[config.mk]
export PLATFORM = sky130hd
export DESIGN_NAME = pc_gen_flat
export DESIGN_NICKNAME = d
export VERILOG_FILES = /design/src/rtl/pc_gen_pkg.sv /design/src/rtl/pc_gen_if.sv /design/src/rtl/pc_redirect_latch.sv /design/src/rtl/pc_gen.sv /design/src/flat_wrapper.sv
export SDC_FILE = /design/constraint.sdc
export NUM_CORES = 1
export LEC_CHECK = 0
export CORE_ASPECT_RATIO = 1.5
export CORE_MARGIN = 1
export CORE_UTILIZATION = 45
export DETAILED_ROUTE_END_ITERATION = 7
export GPL_TIMING_DRIVEN = 0
export PLACE_DENSITY_LB_ADDON = 0.15
export REMOVE_ABC_BUFFERS = 1
export SLEW_MARGIN = 20
export SYNTH_ARGS = -nofsm -noshare
export SYNTH_HDL_FRONTEND = slang
export SYNTH_HIERARCHICAL = 1
export SYNTH_SLANG_ARGS = --single-unit
export TNS_END_PERCENT = 20
[constraint.sdc]
create_clock -name clk -period 4.6 [get_ports clk]
set_clock_uncertainty 0.05 [all_clocks]
set_input_delay 0.92 -clock clk [delete_from_list [all_inputs] [get_ports clk]]
set_output_delay 0.92 -clock clk [all_outputs]
set_load 0.1 [all_outputs]
[src/rtl/pc_gen_pkg.sv]
// Shared types and helpers for the fetch-stage program-counter unit.
package pc_gen_pkg;

    localparam int unsigned DEFAULT_INSN_BYTES = 4;
    localparam int unsigned ADDR_MAX           = 64;

    typedef enum logic [1:0] {
        SRC_NONE,
        SRC_BRANCH,
        SRC_TRAP
    } redirect_src_t;

    // Clears the low align_bits of an address of up to ADDR_MAX bits.
    function automatic logic [ADDR_MAX-1:0] align_addr(input logic [ADDR_MAX-1:0] addr,
                                                       input int unsigned        align_bits);
        logic [ADDR_MAX-1:0] mask;
        mask = (ADDR_MAX'(1) << align_bits) - ADDR_MAX'(1);
        return addr & ~mask;
    endfunction

endpackage

[src/rtl/pc_gen_if.sv]
// Fetch handshake between pc_gen (master) and instruction fetch (slave).
interface pc_gen_if #(
    parameter int unsigned XLEN = 32
);
    logic            fetch_valid;
    logic            fetch_ready;
    logic [XLEN-1:0] pc_out;
    logic            flush;

    modport master (output fetch_valid, output pc_out, output flush, input fetch_ready);
    modport slave  (input fetch_valid, input pc_out, input flush, output fetch_ready);
endinterface

[src/rtl/pc_redirect_latch.sv]
// Holds one redirect that arrived during a stall; a trap is never displaced by a branch.
module pc_redirect_latch
    import pc_gen_pkg::*;
#(
    parameter int unsigned XLEN = 32
) (
    input  logic            clk,
    input  logic            rst,
    input  logic            capture,
    input  logic            clear,
    input  logic            trap_req,
    input  logic            br_req,
    input  logic [XLEN-1:0] trap_vector,
    input  logic [XLEN-1:0] branch_address,
    output redirect_src_t   src,
    output logic [XLEN-1:0] target
);

    // NOTE: only src is reset; target is meaningless while src is SRC_NONE.
    always_ff @(posedge clk) begin
        if (rst || clear) begin
            src <= SRC_NONE;
        end else if (capture) begin
            if (trap_req) begin
                src    <= SRC_TRAP;
                target <= trap_vector;
            end else if (br_req && src != SRC_TRAP) begin
                src    <= SRC_BRANCH;
                target <= branch_address;
            end
        end
    end

endmodule

[src/rtl/pc_gen.sv]
// Fetch-stage PC unit: trap > pending > branch > sequential, flush pulse on redirect.
// Define MISALIGN_TRAP_EN to halt fetch on misaligned branch targets instead of aligning them.
module pc_gen
    import pc_gen_pkg::*;
#(
    parameter int unsigned     XLEN         = 32,
    parameter logic [XLEN-1:0] RESET_VECTOR = '0,
    parameter int unsigned     INSN_BYTES   = DEFAULT_INSN_BYTES,
    parameter int unsigned     ALIGN_BITS   = 2
) (
    input  logic            clk,
    input  logic            rst,
    input  logic            stall,
    input  logic            is_call,
    input  logic            is_auipc,
    input  logic            should_branch,
    input  logic [XLEN-1:0] branch_address,
    input  logic            trap_req,
    input  logic [XLEN-1:0] trap_vector,
    pc_gen_if.master        fetch,
    output logic            misalign_err,
    output logic [XLEN-1:0] misalign_addr
);

    function automatic logic [XLEN-1:0] align(input logic [XLEN-1:0] a);
        return XLEN'(align_addr(ADDR_MAX'(a), ALIGN_BITS));
    endfunction

    logic            br_req;
    logic            fire;
    logic [XLEN-1:0] pc_q, pc_d;
    logic            valid_q;
    logic            flush_q, flush_d;
    redirect_src_t   pend_src;
    logic [XLEN-1:0] pend_target;
    logic [XLEN-1:0] br_tgt;
    logic [XLEN-1:0] trap_tgt;

    assign br_req   = is_call | is_auipc | should_branch;
    assign fire     = valid_q & fetch.fetch_ready & ~stall;
    assign br_tgt   = (pend_src == SRC_BRANCH) ? pend_target : branch_address;
    assign trap_tgt = trap_req ? trap_vector : pend_target;

    // Latch is consumed (or superseded by a live trap) on any unstalled edge.
    pc_redirect_latch #(.XLEN(XLEN)) u_latch (
        .clk            (clk),
        .rst            (rst),
        .capture        (stall),
        .clear          (~stall),
        .trap_req       (trap_req),
        .br_req         (br_req),
        .trap_vector    (trap_vector),
        .branch_address (branch_address),
        .src            (pend_src),
        .target         (pend_target)
    );

`ifdef MISALIGN_TRAP_EN
    logic            halt_q, halt_d;
    logic            err_q, err_d;
    logic [XLEN-1:0] maddr_q, maddr_d;
`endif

    // NOTE: every always_comb output gets a default first so no latch is inferred.
    always_comb begin
        pc_d    = pc_q;
        flush_d = 1'b0;
`ifdef MISALIGN_TRAP_EN
        halt_d  = halt_q;
        err_d   = 1'b0;
        maddr_d = maddr_q;
`endif
        if (!stall) begin
            if (trap_req || pend_src == SRC_TRAP) begin
                pc_d    = align(trap_tgt);
                flush_d = 1'b1;
`ifdef MISALIGN_TRAP_EN
                halt_d  = 1'b0;
`endif
            end else if (pend_src == SRC_BRANCH || br_req) begin
`ifdef MISALIGN_TRAP_EN
                if (!halt_q) begin
                    if (align(br_tgt) != br_tgt) begin
                        halt_d  = 1'b1;
                        err_d   = 1'b1;
                        maddr_d = br_tgt;
                    end else begin
                        pc_d    = br_tgt;
                        flush_d = 1'b1;
                    end
                end
`else
                pc_d    = align(br_tgt);
                flush_d = 1'b1;
`endif
            end else if (fire) begin
                pc_d = pc_q + XLEN'(INSN_BYTES);
            end
        end
    end

    // NOTE: synchronous reset inside the clocked block; all state uses non-blocking assignment.
    always_ff @(posedge clk) begin
        if (rst) begin
            pc_q    <= RESET_VECTOR;
            valid_q <= 1'b0;
            flush_q <= 1'b0;
`ifdef MISALIGN_TRAP_EN
            halt_q  <= 1'b0;
            err_q   <= 1'b0;
            maddr_q <= '0;
`endif
        end else begin
            pc_q    <= pc_d;
            flush_q <= flush_d;
`ifdef MISALIGN_TRAP_EN
            halt_q  <= halt_d;
            err_q   <= err_d;
            maddr_q <= maddr_d;
            valid_q <= ~halt_d;
`else
            valid_q <= 1'b1;
`endif
        end
    end

    assign fetch.pc_out      = pc_q;
    assign fetch.fetch_valid = valid_q;
    assign fetch.flush       = flush_q;

`ifdef MISALIGN_TRAP_EN
    assign misalign_err  = err_q;
    assign misalign_addr = maddr_q;
`else
    assign misalign_err  = 1'b0;
    assign misalign_addr = '0;
`endif

endmodule

[src/flat_wrapper.sv]
// flat-port wrapper written by rule: the top's interface ports become plain ports
module pc_gen_flat import pc_gen_pkg::*;
#(
    parameter int unsigned     XLEN         = 32,
    parameter logic [XLEN-1:0] RESET_VECTOR = '0,
    parameter int unsigned     INSN_BYTES   = DEFAULT_INSN_BYTES,
    parameter int unsigned     ALIGN_BITS   = 2
)
  (clk, rst, stall, is_call, is_auipc, should_branch, branch_address, trap_req, trap_vector, misalign_err, misalign_addr, fetch_fetch_valid, fetch_pc_out, fetch_flush, fetch_fetch_ready);
  pc_gen_if #(.XLEN(XLEN)) fetch_i ();
  input  logic clk;
  input  logic rst;
  input  logic stall;
  input  logic is_call;
  input  logic is_auipc;
  input  logic should_branch;
  input  logic [XLEN-1:0] branch_address;
  input  logic trap_req;
  input  logic [XLEN-1:0] trap_vector;
  output logic misalign_err;
  output logic [XLEN-1:0] misalign_addr;
  output wire logic [$bits(fetch_i.fetch_valid)-1:0] fetch_fetch_valid;
  output wire logic [$bits(fetch_i.pc_out)-1:0] fetch_pc_out;
  output wire logic [$bits(fetch_i.flush)-1:0] fetch_flush;
  input wire logic [$bits(fetch_i.fetch_ready)-1:0] fetch_fetch_ready;
  assign fetch_fetch_valid = fetch_i.fetch_valid;
  assign fetch_pc_out = fetch_i.pc_out;
  assign fetch_flush = fetch_i.flush;
  assign fetch_i.fetch_ready = fetch_fetch_ready;
  pc_gen #(.XLEN(XLEN), .RESET_VECTOR(RESET_VECTOR), .INSN_BYTES(INSN_BYTES), .ALIGN_BITS(ALIGN_BITS)) u_core (.clk(clk), .rst(rst), .stall(stall), .is_call(is_call), .is_auipc(is_auipc), .should_branch(should_branch), .branch_address(branch_address), .trap_req(trap_req), .trap_vector(trap_vector), .fetch(fetch_i), .misalign_err(misalign_err), .misalign_addr(misalign_addr));
endmodule
==> results of run 1 <==
[power by group through the flow]
stage / logic [mW] / registers [mW] / clock network [mW]
final: 0.593 / 0.672 / 0.619
after global routing: 0.619 / 0.678 / 0.658
after CTS: 0.591 / 0.671 / 0.627
after detailed placement: 0.589 / 0.683 / 0
after global placement: 0.577 / 0.682 / 0
after floorplan: 0.262 / 0.818 / 0
[per-stage QoR]
stage	area, um^2	setup WS, ns	power, mW
after detailed placement	5440	0.328	1.27
after global routing	5720	0.453	1.96
final	5720	0.632	1.88
after floorplan	4120	0.799	1.08
after CTS	5710	0.689	1.89
after global placement	5260	-4.13	1.26
[area by class of cell]
class	count	area (um^2)	area share, %
Sequential cell	64	1580	27.7
Inverter	13	48.8	0.854
Tap cell	115	144	2.52
Clock buffer	11	243	4.25
Timing Repair Buffer	107	1110	19.4
Clock inverter	5	23.8	0.416
Multi-Input combinational cell	381	2560	44.9
[worst register-to-register path: stages (launching register included)]
cell and delay [ns]:
dfxtp_1 0.54, xnor2_4 0.76, nand3_1 0.90, or3_1 0.65, mux2_2 0.27, a31oi_1 0.12
[per-layer routing]
metal,vias to the layer above,GRT usage (%),part of all wire [%]
li1,1986,-,-
met1,2026,33.0,41
met2,180,43.9,50
met3,30,5.27,5.7
met4,0,14.0,2.5
met5,-,0,0
[sequential cells by signal, summed over array words and instances, names as in the netlist]
| signal | cells |
|---|---|
| u_core/fetch.fetch_valid | 1 |
| u_core/fetch.flush | 1 |
| u_core/fetch.pc_out | 30 |
| u_core/u_latch/src | 2 |
| u_core/u_latch/target | 30 |
[how the worst max path moves through the flow]
stage,start,endpoint,slack [ns],depth (start not counted)
detailed placement,trap_req,u_core/fetch.pc_out[29],0.33,7
finish,trap_req,u_core/fetch.pc_out[29],0.63,7
floorplan,is_auipc,u_core/u_latch/target[10],0.80,4
global route,trap_req,u_core/fetch.pc_out[25],0.45,7
global placement,trap_req,u_core/fetch.pc_out[25],-4.13,5
CTS,trap_req,u_core/fetch.pc_out[29],0.69,7
==> results.py, run 1 <==
metrics = {
    "critical_path": {
        "rrSetupSlack_ns": 1.21,
        "cp_slowest_cell": "nand3_1",
        "critPathKind": "input pin to flop",
        "cp_top_family": "simple AND/OR/NAND/NOR gates",
        "r2r-end": "u_core/fetch.pc_out[29]",
        "crit_fanout": 51,
        "worst_ep_required_time_ns": 4.80,
        "worst_path_largest_cell_delay_ns": 0.97,
        "r2r_cells": 5,
        "r2r_start": "u_core/u_latch/src[0]",
        "cp_cell_sequence": "buf_4, buf_16, inv_1, nand3_1, or3_1, mux2_2, a31oi_1",
        "critPathBufInv": 3,
        "cp-end-kind": "flop",
        "start_kind": "input pin",
        "critPathArrivalTime_ns": 4.16,
    },
    "cts": {
        "post_cts_buffers": 0,
        "cts_sinks": 64,
        "htree_num_levels": 3,
        "insertion_delay_ns": 0.34,
        "cts_tree": "done",
        "clk_path_buf_depth": 2,
        "ctsRootBufferMaster": "clkbuf_16",
        "numCtsBuffers": 9,
        "ctsResizeCount": 0,
        "cts_hold_buf": 0,
        "path_clk_slew_ns": 0.05,
    },
    "final_layout": {
        "n_fill_cell": 843,
        "final_common_cell": "clkdlybuf4s50_1",
        "layout_common_cells": "98 x clkdlybuf4s50_1, 41 x nand2_1, 35 x a21oi_1, 35 x conb_1, 34 x dfxtp_1",
        "final_util_pct": 59.3,
        "area_growth_pct": 29.2,
        "drive_gt1_share_pct": 11.5,
        "antenna_cells": 0,
        "stdcell_count": 696,
        "nNetsFinal": 649,
    },
    "sta": {
        "fin_crit_sh_pct": 86.3,
        "slew_headroom_pct": 30.9,
        "rsz0062_at_grt": "false",
        "post-route-min-period_ns": 3.97,
        "max_freq_mhz": 252,
        "tightest_slew_ns": 1.03,
        "whs_ns": 0.495,
        "finalSetupViolCount": 0,
        "tns_ns": 0,
        "slew_viol_final": 0,
        "hold_viol_final": 0,
    },
    "worst_hold_path": {
        "hp-class": "flop to flop",
        "min_to": "u_core/fetch.pc_out[25]",
        "worst_hold_startpoint": "u_core/fetch.pc_out[25]",
        "holdPathStages": 2,
    },
    "global_routing": {
        "grt_use_total_pct": 26.6,
        "grt_max_degree": 52,
        "grt_pass1_wl_um": 21200,
        "grt_overflow": 0,
        "grt_pass1_vias": 4016,
        "antenna_found_initial": 0,
    },
    "floorplanning": {
        "die_h_um": 123,
        "start_util_pct": 45.9,
        "die_w_um": 83.0,
        "row_count": 44,
        "io_pins": 139,
        "coreArea_um2": 9630,
        "dieArea_um2": 10200,
    },
    "placement": {
        "place_hpwl_um": 9320,
        "dp_cells": 680,
        "io_buffer_count": 99,
        "gp_congestion": 0.874,
    },
    "yosys": {
        "synthCells": 492,
        "yosysWarnings": 6,
        "syn_area_um2": 4420,
        "synth.avg_cell_area_um2": 8.99,
    },
    "pwr": {
        "vdd.ir_drop.worst_mv": 0.208,
        "switching_share_pct": 37.3,
        "p_seq_share_pct": 35.7,
        "p_clk_share_pct": 32.8,
        "intPower_mw": 1.18,
        "p_sw_mw": 0.704,
        "p_leak_nw": 2.04,
        "p_per_area_nw_per_um2": 330,
        "pwr-share-comb_pct": 31.5,
    },
    "route": {
        "drt-initial-drc-count": 356,
        "drcViolationCount": 0,
        "ant_nets": 0,
        "routed_via_density": 6.07,
        "detail_route.wl_per_cell_um": 19.2,
        "dr.pass1.iters": 5,
        "drt-total-wl_um": 13300,
        "vias": 4222,
    },
    "run_status": {
        "status": "completed",
    },
    "run": {
        "cap_violations": 0,
    },
}
No activity file was read; power rests on OpenSTA's default activity.
==> inputs of run 2 (changes only) <==
--- a/config.mk
+++ b/config.mk
@@ -8,6 +8,8 @@
 export CORE_ASPECT_RATIO = 1.5
 export CORE_MARGIN = 1
 export CORE_UTILIZATION = 45
+export CTS_CLUSTER_DIAMETER = 100
+export CTS_CLUSTER_SIZE = 30
 export DETAILED_ROUTE_END_ITERATION = 7
 export GPL_TIMING_DRIVEN = 0
 export PLACE_DENSITY_LB_ADDON = 0.15
==> results of run 2 <==
Same layout as run 1: the final DEF is identical, and so are final timing and power.
==> inputs of run 3 (changes only) <==
--- a/config.mk
+++ b/config.mk
@@ -5,6 +5,7 @@
 export SDC_FILE = /design/constraint.sdc
 export NUM_CORES = 1
 export LEC_CHECK = 0
+export CAP_MARGIN = 25
 export CORE_ASPECT_RATIO = 1.5
 export CORE_MARGIN = 1
 export CORE_UTILIZATION = 45
==> constraint.sdc (replaced) <==
create_clock -name clk -period 4.6 [get_ports clk]
set_clock_uncertainty 0.05 [all_clocks]
set_input_delay 0.92 -clock clk [delete_from_list [all_inputs] [get_ports clk]]
set_output_delay 0.92 -clock clk [all_outputs]
set_load 0.02 [all_outputs]
==> results.py, run 3 (synthesized netlist as in run 1, its figures left out) <==
metrics = {
    "final_layout": {
        "stdcell_count": 698,
        "area_growth_pct": 29.5,
        "antenna_cells": 0,
        "final_cell_area_um2": 5730,
        "nNetsFinal": 651,
        "final_util_pct": 59.5,
        "layout_common_cells": "98 x clkdlybuf4s50_1, 41 x nand2_1, 35 x a21oi_1, 35 x conb_1, 34 x dfxtp_1",
        "final_common_cell": "clkdlybuf4s50_1",
        "drive_gt1_share_pct": 11.7,
    },
    "route": {
        "detail_route.wl_per_cell_um": 19.0,
        "drt-initial-drc-count": 402,
        "drt-total-wl_um": 13300,
        "drcViolationCount": 0,
        "dr.pass1.iters": 5,
        "vias": 4269,
        "routed_via_density": 6.12,
        "ant_nets": 0,
    },
    "global_routing": {
        "antenna_found_initial": 0,
        "grt_use_total_pct": 26.1,
        "grt_pass1_vias": 3998,
        "grt_pass1_wl_um": 21000,
        "grt_max_degree": 52,
        "grt_overflow": 0,
    },
    "cts": {
        "htree_num_levels": 3,
        "cts_sinks": 64,
        "clk_path_buf_depth": 2,
        "insertion_delay_ns": 0.33,
        "post_cts_buffers": 0,
        "cts_tree": "done",
        "ctsRootBufferMaster": "clkbuf_16",
        "ctsResizeCount": 0,
        "numCtsBuffers": 9,
        "path_clk_slew_ns": 0.05,
        "cts_hold_buf": 0,
    },
    "critical_path": {
        "start_kind": "input pin",
        "worst_path_largest_cell_delay_ns": 0.69,
        "critPathKind": "input pin to flop",
        "worst-path-stages": 8,
        "critPathArrivalTime_ns": 3.76,
        "cp-end-kind": "flop",
        "r2r_cells": 6,
        "cp_top_family": "buffers and inverters",
        "crit_fanout": 51,
        "cp_slowest_cell": "inv_1",
        "critPathBufInv": 4,
        "worst_ep_required_time_ns": 4.83,
        "cp_cell_sequence": "buf_4, buf_16, inv_1, nand3_1, buf_8, or4_1, o211ai_1, a32o_1",
    },
    "pwr": {
        "pwr-share-comb_pct": 22.3,
        "vdd.ir_drop.worst_mv": 0.202,
        "p_sw_mw": 0.480,
        "switching_share_pct": 28.9,
        "p_seq_share_pct": 40.5,
        "p_leak_nw": 2.06,
        "p_clk_share_pct": 37.2,
        "intPower_mw": 1.18,
        "p_per_area_nw_per_um2": 290,
    },
    "sta": {
        "post-route-min-period_ns": 3.53,
        "whs_ns": 0.489,
        "rsz0062_at_grt": "false",
        "tightest_slew_ns": 1.00,
        "slew_headroom_pct": 33.1,
        "finalSetupViolCount": 0,
        "slew_viol_final": 0,
        "fin_crit_sh_pct": 76.7,
        "hold_viol_final": 0,
        "max_freq_mhz": 283,
    },
    "floorplanning": {
        "io_pins": 139,
        "row_count": 44,
        "dieArea_um2": 10200,
        "die_h_um": 123,
        "coreArea_um2": 9630,
        "start_util_pct": 45.9,
        "die_w_um": 83.0,
    },
    "worst_hold_path": {
        "hp-class": "flop to flop",
        "holdPathStages": 2,
    },
    "run_status": {
        "status": "completed",
    },
    "placement": {
        "place_hpwl_um": 9320,
        "dp_cells": 681,
        "gp_congestion": 0.874,
        "io_buffer_count": 99,
        "placed_area_um2": 5450,
    },
    "run": {
        "cap_violations": 0,
    },
}
## run 3: changes by cell type in the layout (fill, tap and decap cells not counted)
cell / delta
buf_2: +1
buf_8: +1
nor4_1: +1
nor4_2: -1
## run 3: cell type report
type / count / area [um^2]
repair buffers: 109 / 1130
multi-input cells: 381 / 2560
inverters: 13 / 48.8
well taps: 115 / 144
clock inverters: 5 / 23.8
flip-flops and latches: 64 / 1580
fillers: 869 / 3910
clock buffers: 11 / 243
## run 3: worst min-delay path, delay by kind of cell, from the launching register on
kind	cells	cell delay (ns)
flip-flops	1	0.35
AO/OA/AOI/OAI	1	0.07
AND/OR/NAND/NOR	1	0.07
## run 3: layer usage
| layer | vias up | GRT usage (%) | routed length (um) |
|---|---|---|---|
| li1 | 1996 | - | - |
| met2 | 185 | 44.9 | 6860 |
| met3 | 35 | 4.67 | 742 |
| met1 | 2053 | 31.8 | 5320 |
| met4 | 0 | 12.5 | 340 |
| met5 | - | 0 | 0 |
## run 3: power by group through the flow
stage	sequential, mW	combinational, mW	clock (mW)
2_1_floorplan	0.696	0.163	0
3_5_place_dp	0.683	0.367	0
5_1_grt	0.677	0.398	0.653
6_report	0.672	0.371	0.618
4_1_cts	0.671	0.369	0.629
3_3_place_gp	0.682	0.355	0
## run 3: metrics by stage
stage	setup WS (ns)	total power, mW	TNS (ns)
final	1.07	1.66	0
after global routing	0.950	1.73	0
after CTS	0.699	1.67	0
after detailed placement	0.384	1.05	0
after global placement	-4.13	1.04	-189.14
after floorplan	0.799	0.858	0
## run 3: worst paths after layout
check	startpoint	endpoint	slack [ns]
worst max-delay path	trap_req	u_core/fetch.pc_out[12]	1.07
worst min-delay path	u_core/fetch.pc_out[25]	u_core/fetch.pc_out[25]	0.49
worst min register to register	u_core/fetch.pc_out[25]	u_core/fetch.pc_out[25]	0.49
worst max register to register	u_core/u_latch/src[1]	u_core/fetch.pc_out[12]	1.64
